==> src/rtl/brj_addr_calc_if.sv <==
// Instruction/PC inputs and target-address outputs of the branch/jump address unit.
interface brj_addr_calc_if;
  logic [15:0] instr;
  logic [15:0] pc_inc;
  logic [15:0] dest_addr;
  logic        is_brj;

  modport master (output instr, pc_inc, input dest_addr, is_brj);
  modport slave  (input instr, pc_inc, output dest_addr, is_brj);
endinterface

==> src/rtl/brj_addr_calc_unit.sv <==
// Branch/jump target generator: dest_addr = pc_inc + sign-extended displacement.
// Define BRJ_ADDR_REG_EN to register the outputs (1-cycle latency, async active-low reset).
module brj_addr_calc_unit (
  input  logic           clk,
  input  logic           rst,
  brj_addr_calc_if.slave bus
);

  localparam logic [4:0] OP_J    = 5'b00100;
  localparam logic [4:0] OP_JR   = 5'b00101;
  localparam logic [4:0] OP_JAL  = 5'b00110;
  localparam logic [4:0] OP_JALR = 5'b00111;
  localparam logic [4:0] OP_BEQZ = 5'b01100;
  localparam logic [4:0] OP_BNEZ = 5'b01101;
  localparam logic [4:0] OP_BGEZ = 5'b01110;
  localparam logic [4:0] OP_BLTZ = 5'b01111;

  function automatic logic signed [15:0] sext8(input logic [7:0] v);
    return $signed({{8{v[7]}}, v});
  endfunction

  function automatic logic signed [15:0] sext11(input logic [10:0] v);
    return $signed({{5{v[10]}}, v});
  endfunction

  logic [4:0]         opcode_p0;
  logic signed [15:0] disp_p0;
  logic               brj_p0;
  logic [15:0]        dest_p0;

  assign opcode_p0 = bus.instr[15:11];

  always_comb begin
    disp_p0 = 16'sd0;
    brj_p0  = 1'b0;
    unique case (opcode_p0)
      OP_BEQZ, OP_BNEZ, OP_BGEZ, OP_BLTZ, OP_JR, OP_JALR: begin
        disp_p0 = sext8(bus.instr[7:0]);
        brj_p0  = 1'b1;
      end
      OP_J, OP_JAL: begin
        disp_p0 = sext11(bus.instr[10:0]);
        brj_p0  = 1'b1;
      end
      default: begin
        disp_p0 = 16'sd0;
        brj_p0  = 1'b0;
      end
    endcase
  end

  // Modulo-2^16 add; carry out is intentionally dropped so wrap-around is legal.
  assign dest_p0 = bus.pc_inc + $unsigned(disp_p0);

`ifdef BRJ_ADDR_REG_EN
  // ---- stage p0 -> p1 output register ----
  logic [15:0] dest_p1;
  logic        brj_p1;

  always_ff @(posedge clk or negedge rst) begin
    if (!rst) begin
      dest_p1 <= 16'h0000;
      brj_p1  <= 1'b0;
    end else begin
      dest_p1 <= dest_p0;
      brj_p1  <= brj_p0;
    end
  end

  assign bus.dest_addr = dest_p1;
  assign bus.is_brj    = brj_p1;
`else
  logic unused_clk_rst;
  assign unused_clk_rst = &{1'b0, clk, rst};

  assign bus.dest_addr = dest_p0;
  assign bus.is_brj    = brj_p0;
`endif

endmodule

==> src/flat_wrapper.sv <==
// flat-port wrapper written by rule: the top's interface ports become plain ports
module brj_addr_calc_unit_flat 
  (clk, rst, bus_instr, bus_pc_inc, bus_dest_addr, bus_is_brj);
  brj_addr_calc_if bus_i ();
  input  logic clk;
  input  logic rst;
  input wire logic [$bits(bus_i.instr)-1:0] bus_instr;
  input wire logic [$bits(bus_i.pc_inc)-1:0] bus_pc_inc;
  output wire logic [$bits(bus_i.dest_addr)-1:0] bus_dest_addr;
  output wire logic [$bits(bus_i.is_brj)-1:0] bus_is_brj;
  assign bus_i.instr = bus_instr;
  assign bus_i.pc_inc = bus_pc_inc;
  assign bus_dest_addr = bus_i.dest_addr;
  assign bus_is_brj = bus_i.is_brj;
  brj_addr_calc_unit u_core (.clk(clk), .rst(rst), .bus(bus_i));
endmodule
==> config.mk <==
export PLATFORM = sky130hd
export DESIGN_NAME = brj_addr_calc_unit_flat
export DESIGN_NICKNAME = d
export VERILOG_FILES = /design/src/rtl/brj_addr_calc_if.sv /design/src/rtl/brj_addr_calc_unit.sv /design/src/flat_wrapper.sv
export SDC_FILE = /design/constraint.sdc
export NUM_CORES = 1
export LEC_CHECK = 0
export CORE_MARGIN = 1.5
export CORE_UTILIZATION = 35
export DETAILED_ROUTE_END_ITERATION = 6
export PLACE_DENSITY = 0.79
export SYNTH_ARGS = -nofsm -noshare
export SYNTH_HDL_FRONTEND = slang
export SYNTH_SLANG_ARGS = --single-unit
==> constraint.sdc <==
create_clock -name vclk -period 5.45
set_clock_uncertainty 0.1 [all_clocks]
set_input_delay 1.3625 -clock vclk [all_inputs]
set_output_delay 1.3625 -clock vclk [all_outputs]
set_load 0.05 [all_outputs]
### After elaboration in Yosys (flattened, before gate mapping)

Cells that the tools add are included.

| operators by class | value |
|---|---|
| muxes and demuxes | 2 |
| reduce and logical (&&, ||, !) cells | 3 |
| eq/ne operators | 8 |
| add/subtract/negate cells | 1 |

Operator list:

| cell | count |
|---|---|
| 16-bit case mux with 2 select lines | 1 |
| 5-bit by 3-bit == test with 1-bit output (second input constant) | 4 |
| 5-bit by 4-bit == test with 1-bit output (second input constant) | 4 |
| 16-bit adder | 1 |
| 8-bit OR reduction | 1 |
| 6-bit OR reduction | 1 |
| 2-bit OR reduction | 1 |
| 1-bit 2-to-1 mux | 1 |

| storage, ports and cells | value |
|---|---|
| register bits after elaboration | 0 |
| output and inout bits | 17 |
| input port bits | 34 |
| word-level logic and storage cells | 14 |

### Depth between registers and ports, before layout

Gate-level depths: netlist of the first run.

| logic depth | value |
|---|---|
| depth in word-level cells | 4 |
| depth in mapped cells | 12 |
| depth with buffers taken out | 11 |

### Worst setup path before layout of the first run

OpenSTA, ideal clock, no wires.

| timing | value |
|---|---|
| path kind | input-to-output |
| start | input port bus_instr[15] |
| end | output port bus_dest_addr[12] |
| arrival | 4.568 ns |
| slack | -0.580 ns |
| buffers on the path | 1 |
| stages | 12 |
| required time | 3.988 ns |
| cell sequence | nand2b_1 inv_1 buf_2 and2_1 ha_1 inv_1 fa_1 nor2b_1 o31a_1 o211ai_2 and4_1 a211oi_1 |

| on the way | value |
|---|---|
| longest elaborated chain between the ends | 4 |
| elaborated cells on any way between the ends | 12 |
| classes of those cells | add/sub (1); eq/ne (8); mux (1); reduce/logical (2) |

RTL lines:

| item | line | RTL |
|---|---|---|
| start, declared | flat_wrapper.sv:7 | `input wire logic [$bits(bus_i.instr)-1:0] bus_instr;` |
| 5-bit by 4-bit == test with 1-bit output or 5-bit by 3-bit == test with 1-bit output (tied branches) | brj_addr_calc_unit.sv:36 | `unique case (opcode_p0)` |
| 6-bit OR reduction or 2-bit OR reduction (tied branches) | - |  |
| 16-bit case mux with 2 select lines * | brj_addr_calc_unit.sv:36 |  |
| 16-bit adder * | brj_addr_calc_unit.sv:53 | `assign dest_p0 = bus.pc_inc + $unsigned(disp_p0);` |
| end, declared | flat_wrapper.sv:9 | `output wire logic [$bits(bus_i.dest_addr)-1:0] bus_dest_addr;` |

Every way passes the cells marked *; elsewhere a longest branch is shown, timed or not.

### Worst setup path after layout of the first run

| timing | value |
|---|---|
| start | input port bus_instr[15] |
| end | output port bus_dest_addr[14] |

Same word-level chain as after synthesis.

==> results of run 1 <==
metal layers:
| layer | track usage (%) | share of wire [%] | up-vias |
|---|---|---|---|
| li1 | - | - | 512 |
| met1 | 28.7 | 41 | 491 |
| met2 | 38.6 | 54 | 42 |
| met3 | 0.909 | 3.8 | 4 |
| met4 | 1.85 | 1.5 | 0 |
| met5 | 0 | 0 | - |
report_power, final:
| part | internal [mW] | switching [mW] | leakage, nW |
|---|---|---|---|
| clock network | 0 | 0 | 0 |
| registers | 0 | 0 | 0 |
| logic | 0.110 | 0.116 | 0.725 |
| total | 0.110 | 0.116 | 0.725 |
worst min-delay path by stage:
| stage | slack (ps) | to |
|---|---|---|
| final | 3360 | bus_dest_addr[15] |
| after global routing | 3390 | bus_dest_addr[15] |
| after CTS | 3380 | bus_dest_addr[15] |
| after global placement | 3370 | bus_dest_addr[15] |
| after floorplan | 2810 | bus_dest_addr[13] |
| after detailed placement | 3370 | bus_dest_addr[15] |
worst max-delay path, delay by kind of cell:
kind / cells / cell delay, ps
buffers and inverters: 4 / 800
adders and majority gates: 2 / 370
AOI/OAI and AO/OA: 3 / 950
and+or+nand+nor: 4 / 450
cells by family (layout without fill, tap and decap cells):
group | after synthesis | in the layout | share of synthesized area [%]
and+or+nand+nor | 36 | 36 | 26.2
AOI/OAI and AO/OA | 37 | 37 | 35.1
muxes | 3 | 3 | 3.88
xor gates and xnor gates | 11 | 11 | 12.5
adders and majority gates | 11 | 11 | 18.8
buffers and inverters | 7 | 65 | 3.56
per-stage QoR:
step | setup TNS, ps | util (%)
floorplan | 0 | -
global placement | -46.2 | 76.4
detailed placement | -276 | 76.4
CTS | -12.2 | 77.5
global route | -261 | 84.7
finish | 0 | 84.7
cell type report:
cell class,count,area share (%)
inverters,6,1.61
multi-input cells,98,55.1
well taps,27,1.97
repair buffers,59,41.3
synthesized netlist by cell type (2+ instances only):
library cell and n:
a21oi_1 8, nand2b_1 2, xnor2_1 9, a31oi_1 2, nor2_1 9, inv_1 6, nand4_1 2, mux2i_1 3
o21ai_0 5, a211oi_1 2, nand2_1 4, xor2_1 2, o211ai_1 3, ha_1 10, a21o_1 4, o21a_1 4
and2_1 7, or3_1 5
repair_timing:
| item | CTS | global route |
|---|---|---|
| endpoints found under the setup margin | 5 | 8 |
| pin swaps | 0 | 12 |
| setup buffers | 0 | 2 |
| resized for setup | 5 | 28 |
==> key figures, run 1 <==
Run status
  • Outcome: finished clean

Drt
  • Total number of vias: roughly 1000
  • Initial DRC Count: 24
  • DRC Markers: 0
  • Average routed wire per standard cell: 16.5 um
  • Vias/cell: 5.52
  • ANT nets after route: 0
  • Router iterations before antenna repair: 4
  • Final WL: about 3100 um

Layout
  • FFs & Latches: 0
  • Area of the multi-input gates: around 940 um2
  • Layout cell share with drive strength beyond 1: a little over a third
  • Most frequent cells in the layout: 32 x clkdlybuf4s50_1, 13 x buf_12, 12 x buf_4, 9 x nor2_1
  • Number of nets in the final layout: 210
  • Storage element area: 0 um2
  • # diodes: 0
  • Synth-to-Final Area Change: 122%
  • Final Cell Area: 1710 um2
  • Fillcell total: 103
  • Cell Count, Final, Fillers Out: 190
  • Clkbuf count: 0
  • Commonest non-fill, non-tap cell in the layout: clkdlybuf4s50_1

Setup path
  • CP startpoint kind: primary input
  • Crit-path max FO: 8
  • Crit Path Category: primary input to output port
  • Critical path capture point: bus_dest_addr[14]
  • CP Cell Sequence: clkdlybuf4s50_1 > nand2b_4 > inv_6 > and2_4 > ha_4 > inv_2 > fa_2 > nor2b_2 > o31a_1 > o211ai_4 > nand2_2 > o211ai_1 > clkbuf_16
  • Crit path DAT: ~4000 ps
  • Slowest cell on the critical path: clkdlybuf4s50_1
  • CP startpoint: bus_instr[15]
  • Slowest Stage Delay on Critical Path: 460 ps
  • Worst endpoint required time: roughly 4000 ps
  • Nature of the critical path endpoint: output port

Pwr
  • Pleak: slightly above 0.7 nW
  • Peak VDD IR: 0.118 mV
  • Power Total: around 0.23 mW
  • Power Density: 131 nW/um2

Place
  • Worst slack at placement: -106 ps
  • Placed instance area: between 1500 and 2000 um2
  • Placer Congestion: ~0.89
  • DP HPWL: approximately 2200 um
  • I/O Buffers: 48
  • Total placed cells including tap cells: 188

Timing
  • Final setup vio count: 0
  • Worst rel slew slack: ~66%
  • Worst Tran Pin Value: ~510 ps
  • Hold WS: 3360 ps
  • Final Cycle Share: 99.3%
  • Maximum clock rate: approximately 0.18 GHz
  • Fin crit period: approximately 5400 ps
  • Slew Viols, Final: 0
  • Fin worst setup slack: about 36 ps
  • Hold Fails Final Rpt: 0

Floorplanning
  • Core area: between 2000 and 2500 um2
  • Die ar.: 2500 um2
  • Starting Density: around two fifths
  • Chip Height: 50 um
  • Die X: 50 um
  • Rows: 16
  • I/O pins: 51

CTS
  • # hold bufs at CTS: 0

Global route
  • Largest net degree at the start of global routing: 9
  • Gr ovfl total: 0
  • Vias in the first global route: around 1000
  • First-pass GRT wire length: ~4400 um
  • Total track usage: 21.4%
  • Antenna violations before repair: 0

Worst hold path
  • Worst hold path stage count: 3
  • Hold Path Class: primary input to output port
  • Hold path start: bus_pc_inc[15]

Logic synthesis
  • Mapped Cells: between 100 and 150
  • Syn. warnings: 0
  • Top post-synthesis cells by area: ha_1 16%, xnor2_1 10%, and2_1 5.7%
  • Syn_area_per_cell: 7.36 um2
  • Post-Syn Area: 773 um2
  • Register area share after synthesis: 0%
  • Yosys cell types: 36
  • Syn Nets: 150
  • Synth area leader: ha_1
  • Share of the synthesized area in the top cell type: roughly 16%

Job
  • Max-Cap Viols: 0
No activity file was read; power rests on OpenSTA's default activity.
==> run 2: changes to the inputs <==
==> constraint.sdc (replaced) <==
create_clock -name vclk -period 7
set_clock_uncertainty 0.1 [all_clocks]
set_input_delay 1.75 -clock vclk [all_inputs]
set_output_delay 1.75 -clock vclk [all_outputs]
set_load 0.05 [all_outputs]
==> run 2 against run 1 <==
Compared with the run above:
- setup slack improved by 230 ps
- final cell count fell by 5.8%
- critical endpoint is now bus_dest_addr[12]
- wire length fell by 29%
- largest cell class unchanged
==> key figures, run 2 (synthesis gave the netlist of run 1 again) <==
Setup path
  • Crit path DAT: 4880 ps (+930 ps)
  • CP startpoint kind: primary input
  • Crit-path max FO: 12 (+4)
  • Worst endpoint required time: 5150 ps (+1160 ps)
  • Crit Path Category: primary input to output port
  • Nature of the critical path endpoint: output port

Layout
  • Storage element area: 0 um2 (unchanged)
  • Number of nets in the final layout: 199 (-5.2%)
  • Commonest non-fill, non-tap cell in the layout: clkdlybuf4s50_1
  • # diodes: 0 (unchanged)
  • Cell Count, Final, Fillers Out: 179 (-5.8%)
  • FFs & Latches: 0 (unchanged)
  • Synth-to-Final Area Change: 67.8%
  • Layout cell share with drive strength beyond 1: 9.21% (-26 points)
  • Clkbuf count: 0 (unchanged)
  • Most frequent cells in the layout: 39 x clkdlybuf4s50_1, 10 x ha_1, 9 x nor2_1, 9 x xnor2_1, 8 x a21oi_1

Timing
  • Worst Tran Pin Value: 512 ps (+6.48 ps)
  • RSZ-0062 raised after global routing: false
  • Fin crit period: between 6000 and 7000 ps
  • Worst rel slew slack: 65.9% (-0.33 points)
  • Hold WS: 4120 ps (+762 ps)
  • Hold Fails Final Rpt: 0 (unchanged)
  • Final setup vio count: 0 (unchanged)
  • Final Cycle Share: a little over nine tenths
  • Slew Viols, Final: 0 (unchanged)
  • Maximum clock rate: around 0.15 GHz
  • Post-route setup TNS: 0 ps (unchanged)

Drt
  • Initial DRC Count: 6 (-75%)
  • Router iterations before antenna repair: 4 (unchanged)
  • Total number of vias: 949 (-9.5%)
  • Final WL: 2220 um (-29%)
  • ANT nets after route: 0 (unchanged)
  • Average routed wire per standard cell: 12.4 um (-25%)
  • DRC Markers: 0 (unchanged)
  • Vias/cell: 5.30 (-4.0%)

Floorplanning
  • I/O pins: 51 (unchanged)
  • Chip Height: 50 um (unchanged)
  • Rows: 16 (unchanged)
  • Starting Density: 38.2% (unchanged)
  • Die X: 50 um (unchanged)
  • Core area: 2020 um2 (unchanged)
  • Die ar.: 2500 um2 (unchanged)

Run status
  • Outcome: finished clean

Global route
  • Vias in the first global route: 855 (-15%)
  • Total track usage: 17.6% (-3.7 points)
  • First-pass GRT wire length: 3640 um (-16%)
  • Gr ovfl total: 0 (unchanged)
  • Antenna violations before repair: 0 (unchanged)
  • Largest net degree at the start of global routing: 13 (+4)

Place
  • DP HPWL: 1960 um (-12%)
  • I/O Buffers: 48 (unchanged)
  • Total placed cells including tap cells: 179 (-4.8%)
  • Placer Congestion: 0.825 (-7.1%)

CTS
  • # Post-CTS Setup Buffers: 0 (unchanged)
  • Post_cts resized: 0 (-5)
  • # hold bufs at CTS: 0 (unchanged)

Pwr
  • Switching pwr: 0.0737 mW (-36%)
  • Peak VDD IR: 0.0747 mV (-36%)
  • Sequential Power Share: 0% (unchanged)
  • Power Density: 98.0 nW/um2 (-25%)
  • Clock share of power: 0% (unchanged)
  • Switching Share: 58.0% (+6.7 points)
  • Pleak: 0.571 nW (-21%)
  • Power share of the combinational group: 100.0% (about the same)
  • P_int: 0.0535 mW (-51%)

Job
  • Max-Cap Viols: 0 (unchanged)

Worst hold path
  • Hold Path Class: primary input to output port
-- run 2: cell types whose count changed in the layout (fill, tap and decap cells not counted), sizes merged --
cell and delta:
dlymetal6s2s -1, clkdlybuf4s50 +7, clkbuf -1, buf -16
-- run 2: worst paths after layout --
check | to | cells past startpoint | from
max | bus_dest_addr[12] | 13 | bus_instr[15]
min | bus_dest_addr[15] | 3 | bus_pc_inc[15]
-- run 2: worst max-delay path: stages --
cell	delay (ps)
clkdlybuf4s50_1	400
nand2b_1	170
inv_1	230
and2_1	180
ha_1	200
inv_1	70
fa_1	410
nor2b_1	180
o31a_1	220
o211ai_2	190
and4_1	250
a211oi_1	430
buf_12	200
-- run 2: routing by layer --
metal | up-vias | GRT usage (%) | part of all wire, %
li1 | 491 | - | -
met1 | 439 | 22.7 | 45
met2 | 19 | 33.6 | 51
met3 | 0 | 0.909 | 3.3
met4 | 0 | 0 | 0
met5 | - | 0 | 0
-- run 2: metrics by stage --
stage	worst slack, ps	total power [mW]	utilization (%)	instance area, um2
floorplan	195	0.0781	-	773
global placement	437	0.125	64.2	1300
detailed placement	323	0.127	64.2	1300
CTS	311	0.128	64.2	1300
global route	56.9	0.135	64.2	1300
finish	270	0.127	64.2	1300
-- run 2: power by group through the flow --
stage	Combinational (mW)	Sequential, mW	Clock, mW
floorplan	0.0781	0	0
global placement	0.125	0	0
detailed placement	0.127	0	0
CTS	0.128	0	0
global route	0.135	0	0
finish	0.127	0	0
-- run 2: layout make-up --
class / count / area [um2]
Multi-Input combinational cell: 98 / 746
Inverter: 6 / 22.5
Fill cell: 209 / 724
Tap cell: 27 / 33.8
Timing Repair Buffer: 48 / 495
==> run 3: changes to the inputs <==
--- a/config.mk
+++ b/config.mk
@@ -6,9 +6,10 @@
 export NUM_CORES = 1
 export LEC_CHECK = 0
 export CORE_MARGIN = 1.5
-export CORE_UTILIZATION = 35
+export CORE_UTILIZATION = 41
 export DETAILED_ROUTE_END_ITERATION = 6
-export PLACE_DENSITY = 0.79
+export PLACE_DENSITY = 0.9
+export SETUP_SLACK_MARGIN = 0.05
 export SYNTH_ARGS = -nofsm -noshare
 export SYNTH_HDL_FRONTEND = slang
 export SYNTH_SLANG_ARGS = --single-unit
==> constraint.sdc (replaced) <==
create_clock -name vclk -period 7
set_clock_uncertainty 0.1 [all_clocks]
set_input_delay 1.75 -clock vclk [all_inputs]
set_output_delay 1.75 -clock vclk [all_outputs]
set_load 0.1 [all_outputs]
==> run 3 against run 2 <==
Compared with the run above:
- die area decreased by 14%
- wire length increased by 8.5%
- hold slack improved by 51 ps
- cell area increased by 8.1%
- critical path depth unchanged
- critical endpoint unchanged
==> key figures, run 3 (synthesis gave the netlist of run 1 again) <==
Layout
  • Final Cell Area: 1400 um2 (+8.1%)
  • FFs & Latches: 0 (unchanged)
  • Storage element area: 0 um2 (unchanged)
  • Synth-to-Final Area Change: 81.4%
  • Most frequent cells in the layout: 32 x clkdlybuf4s50_1, 10 x ha_1, 9 x nor2_1, 9 x buf_12, 8 x a21oi_1
  • # diodes: 0 (unchanged)
  • Clkbuf count: 0 (unchanged)
  • Fillcell total: 124 (-41%)
  • Cell Count, Final, Fillers Out: 177 (-1.1%)
  • Number of nets in the final layout: 199 (unchanged)
  • Commonest non-fill, non-tap cell in the layout: clkdlybuf4s50_1
  • Final Util: 80.4% (+16 points)
  • Area of the multi-input gates: 796 um2 (+6.7%)
  • Layout cell share with drive strength beyond 1: 18.4% (+9.2 points)

Global route
  • Total track usage: 24.7% (+7.1 points)
  • Gr ovfl total: 0 (unchanged)
  • Antenna violations before repair: 0 (unchanged)
  • First-pass GRT wire length: 3960 um (+8.7%)
  • M1 GR Usage: 30.6% (+8.0 points)
  • Met3 usage: 1.57% (+0.66 points)
  • Vias in the first global route: 959 (+12%)
  • GRT busiest layer: met2
  • Largest net degree at the start of global routing: 13 (unchanged)
  • M2 GR Usage: 44.7% (+11 points)

Floorplanning
  • I/O pins: 51 (unchanged)
  • Chip Height: 46.4 um (-7.2%)
  • Rows: 15 (-1)
  • Core area: 1750 um2 (-14%)
  • Die X: 46.4 um (-7.2%)
  • Die ar.: 2160 um2 (-14%)
  • Starting Density: 44.3% (+6.1 points)

Worst hold path
  • Hold Path Class: primary input to output port
  • Worst Hold Path EP: bus_dest_addr[15]
  • Hold path start: bus_pc_inc[15]
  • Worst hold path stage count: 3 (unchanged)

Pwr
  • Switching pwr: 0.123 mW (+66%)
  • Pleak: 0.633 nW (+11%)
  • Power Total: 0.188 mW (+48%)
  • Clock share of power: 0% (unchanged)
  • P_int: 0.0654 mW (+22%)
  • Switching Share: 65.2% (+7.3 points)
  • Power Density: 134 nW/um2 (+37%)
  • Peak VDD IR: 0.114 mV (+53%)
  • Power share of the combinational group: 100.0% (about the same)
  • Sequential Power Share: 0% (unchanged)

Timing
  • Slew Viols, Final: 0 (unchanged)
  • RSZ-0062 raised after global routing: false
  • Post-route setup TNS: 0 ps (unchanged)
  • Maximum clock rate: 0.150 GHz (+1.2%)
  • Worst rel slew slack: 35.6% (-30 points)
  • Fin crit period: 6650 ps (-77.0 ps)
  • Final Cycle Share: 95.0% (-1.1 points)
  • Final setup vio count: 0 (unchanged)
  • Worst Tran Pin Value: 963 ps (+451 ps)
  • Hold Fails Final Rpt: 0 (unchanged)

Drt
  • ANT nets after route: 0 (unchanged)
  • Router iterations before antenna repair: 4 (unchanged)
  • Total number of vias: 998 (+5.2%)
  • DRC Markers: 0 (unchanged)
  • Initial DRC Count: 21 (+15)
  • Vias/cell: 5.64 (+6.4%)
  • Final WL: 2410 um (+8.5%)
  • Average routed wire per standard cell: 13.6 um (+9.7%)

CTS
  • Post_cts resized: 0 (unchanged)
  • # Post-CTS Setup Buffers: 0 (unchanged)
  • # hold bufs at CTS: 0 (unchanged)

Place
  • Placer Congestion: 0.819 (-0.73%)
  • Placed instance area: 1400 um2 (+8.1%)
  • Total placed cells including tap cells: 177 (-1.1%)
  • I/O Buffers: 48 (unchanged)
  • DP HPWL: 2120 um (+8.2%)

Job
  • Max-Cap Viols: 0 (unchanged)

Setup path
  • Slowest Stage Delay on Critical Path: 410 ps (-20 ps)
  • CP startpoint kind: primary input
  • WP buf/inv: 4 (unchanged)
  • Crit Path Category: primary input to output port
  • Crit path DAT: 4800 ps (-80 ps)
  • Nature of the critical path endpoint: output port
  • Crit-path max FO: 12 (unchanged)
  • Worst endpoint required time: 5150 ps (about the same)
  • Slowest cell on the critical path: clkdlybuf4s50_1
  • CP most frequent cell: inv_1
  • CP delay by family, top: buffers and inverters
  • CP Depth: 13 (unchanged)
  • CP Cell Sequence: clkdlybuf4s50_1 > nand2b_1 > inv_1 > and2_1 > ha_1 > inv_1 > fa_1 > nor2b_1 > o31a_1 > o211ai_2 > and4_1 > a211oi_2 > buf_12

Run status
  • Outcome: finished clean
## run 3: how the worst max path moves through the flow
stage                             start                 to  slack, ps
final                     bus_instr[15]  bus_dest_addr[12]        350
after floorplan           bus_instr[15]  bus_dest_addr[14]         80
after CTS                 bus_instr[15]  bus_dest_addr[12]        380
after detailed placement  bus_instr[15]  bus_dest_addr[12]        370
after global routing      bus_instr[15]  bus_dest_addr[12]        170
after global placement    bus_instr[15]  bus_dest_addr[12]        500
## run 3: through the flow
stage | hold WS, ps | setup slack (ps)
floorplan | 3720 | 77.1
detailed placement | 4170 | 373
global placement | 4160 | 503
finish | 4170 | 347
CTS | 4180 | 378
global route | 4190 | 173
## run 3: area by class of cell
| type | count | area share [%] |
|---|---|---|
| Inverter | 6 | 1.61 |
| Multi-Input combinational cell | 98 | 56.7 |
| Tap cell | 25 | 2.23 |
| Timing Repair Buffer | 48 | 39.4 |
## run 3: power by group through the flow
stage	Clock [mW]	Combinational (mW)	Sequential [mW]
global route	0	0.195	0
floorplan	0	0.125	0
finish	0	0.188	0
global placement	0	0.184	0
CTS	0	0.188	0
detailed placement	0	0.188	0
## run 3: layer usage
layer  wire (um)  part of all wire [%]
met1         954                    40
met2        1260                    52
met3         129                   5.4
met4          62                   2.6
met5           0                     0
## run 3: worst min-delay path: stages
cell,delay [ps]
clkdlybuf4s50_1,510
xor2_2,100
buf_12,160
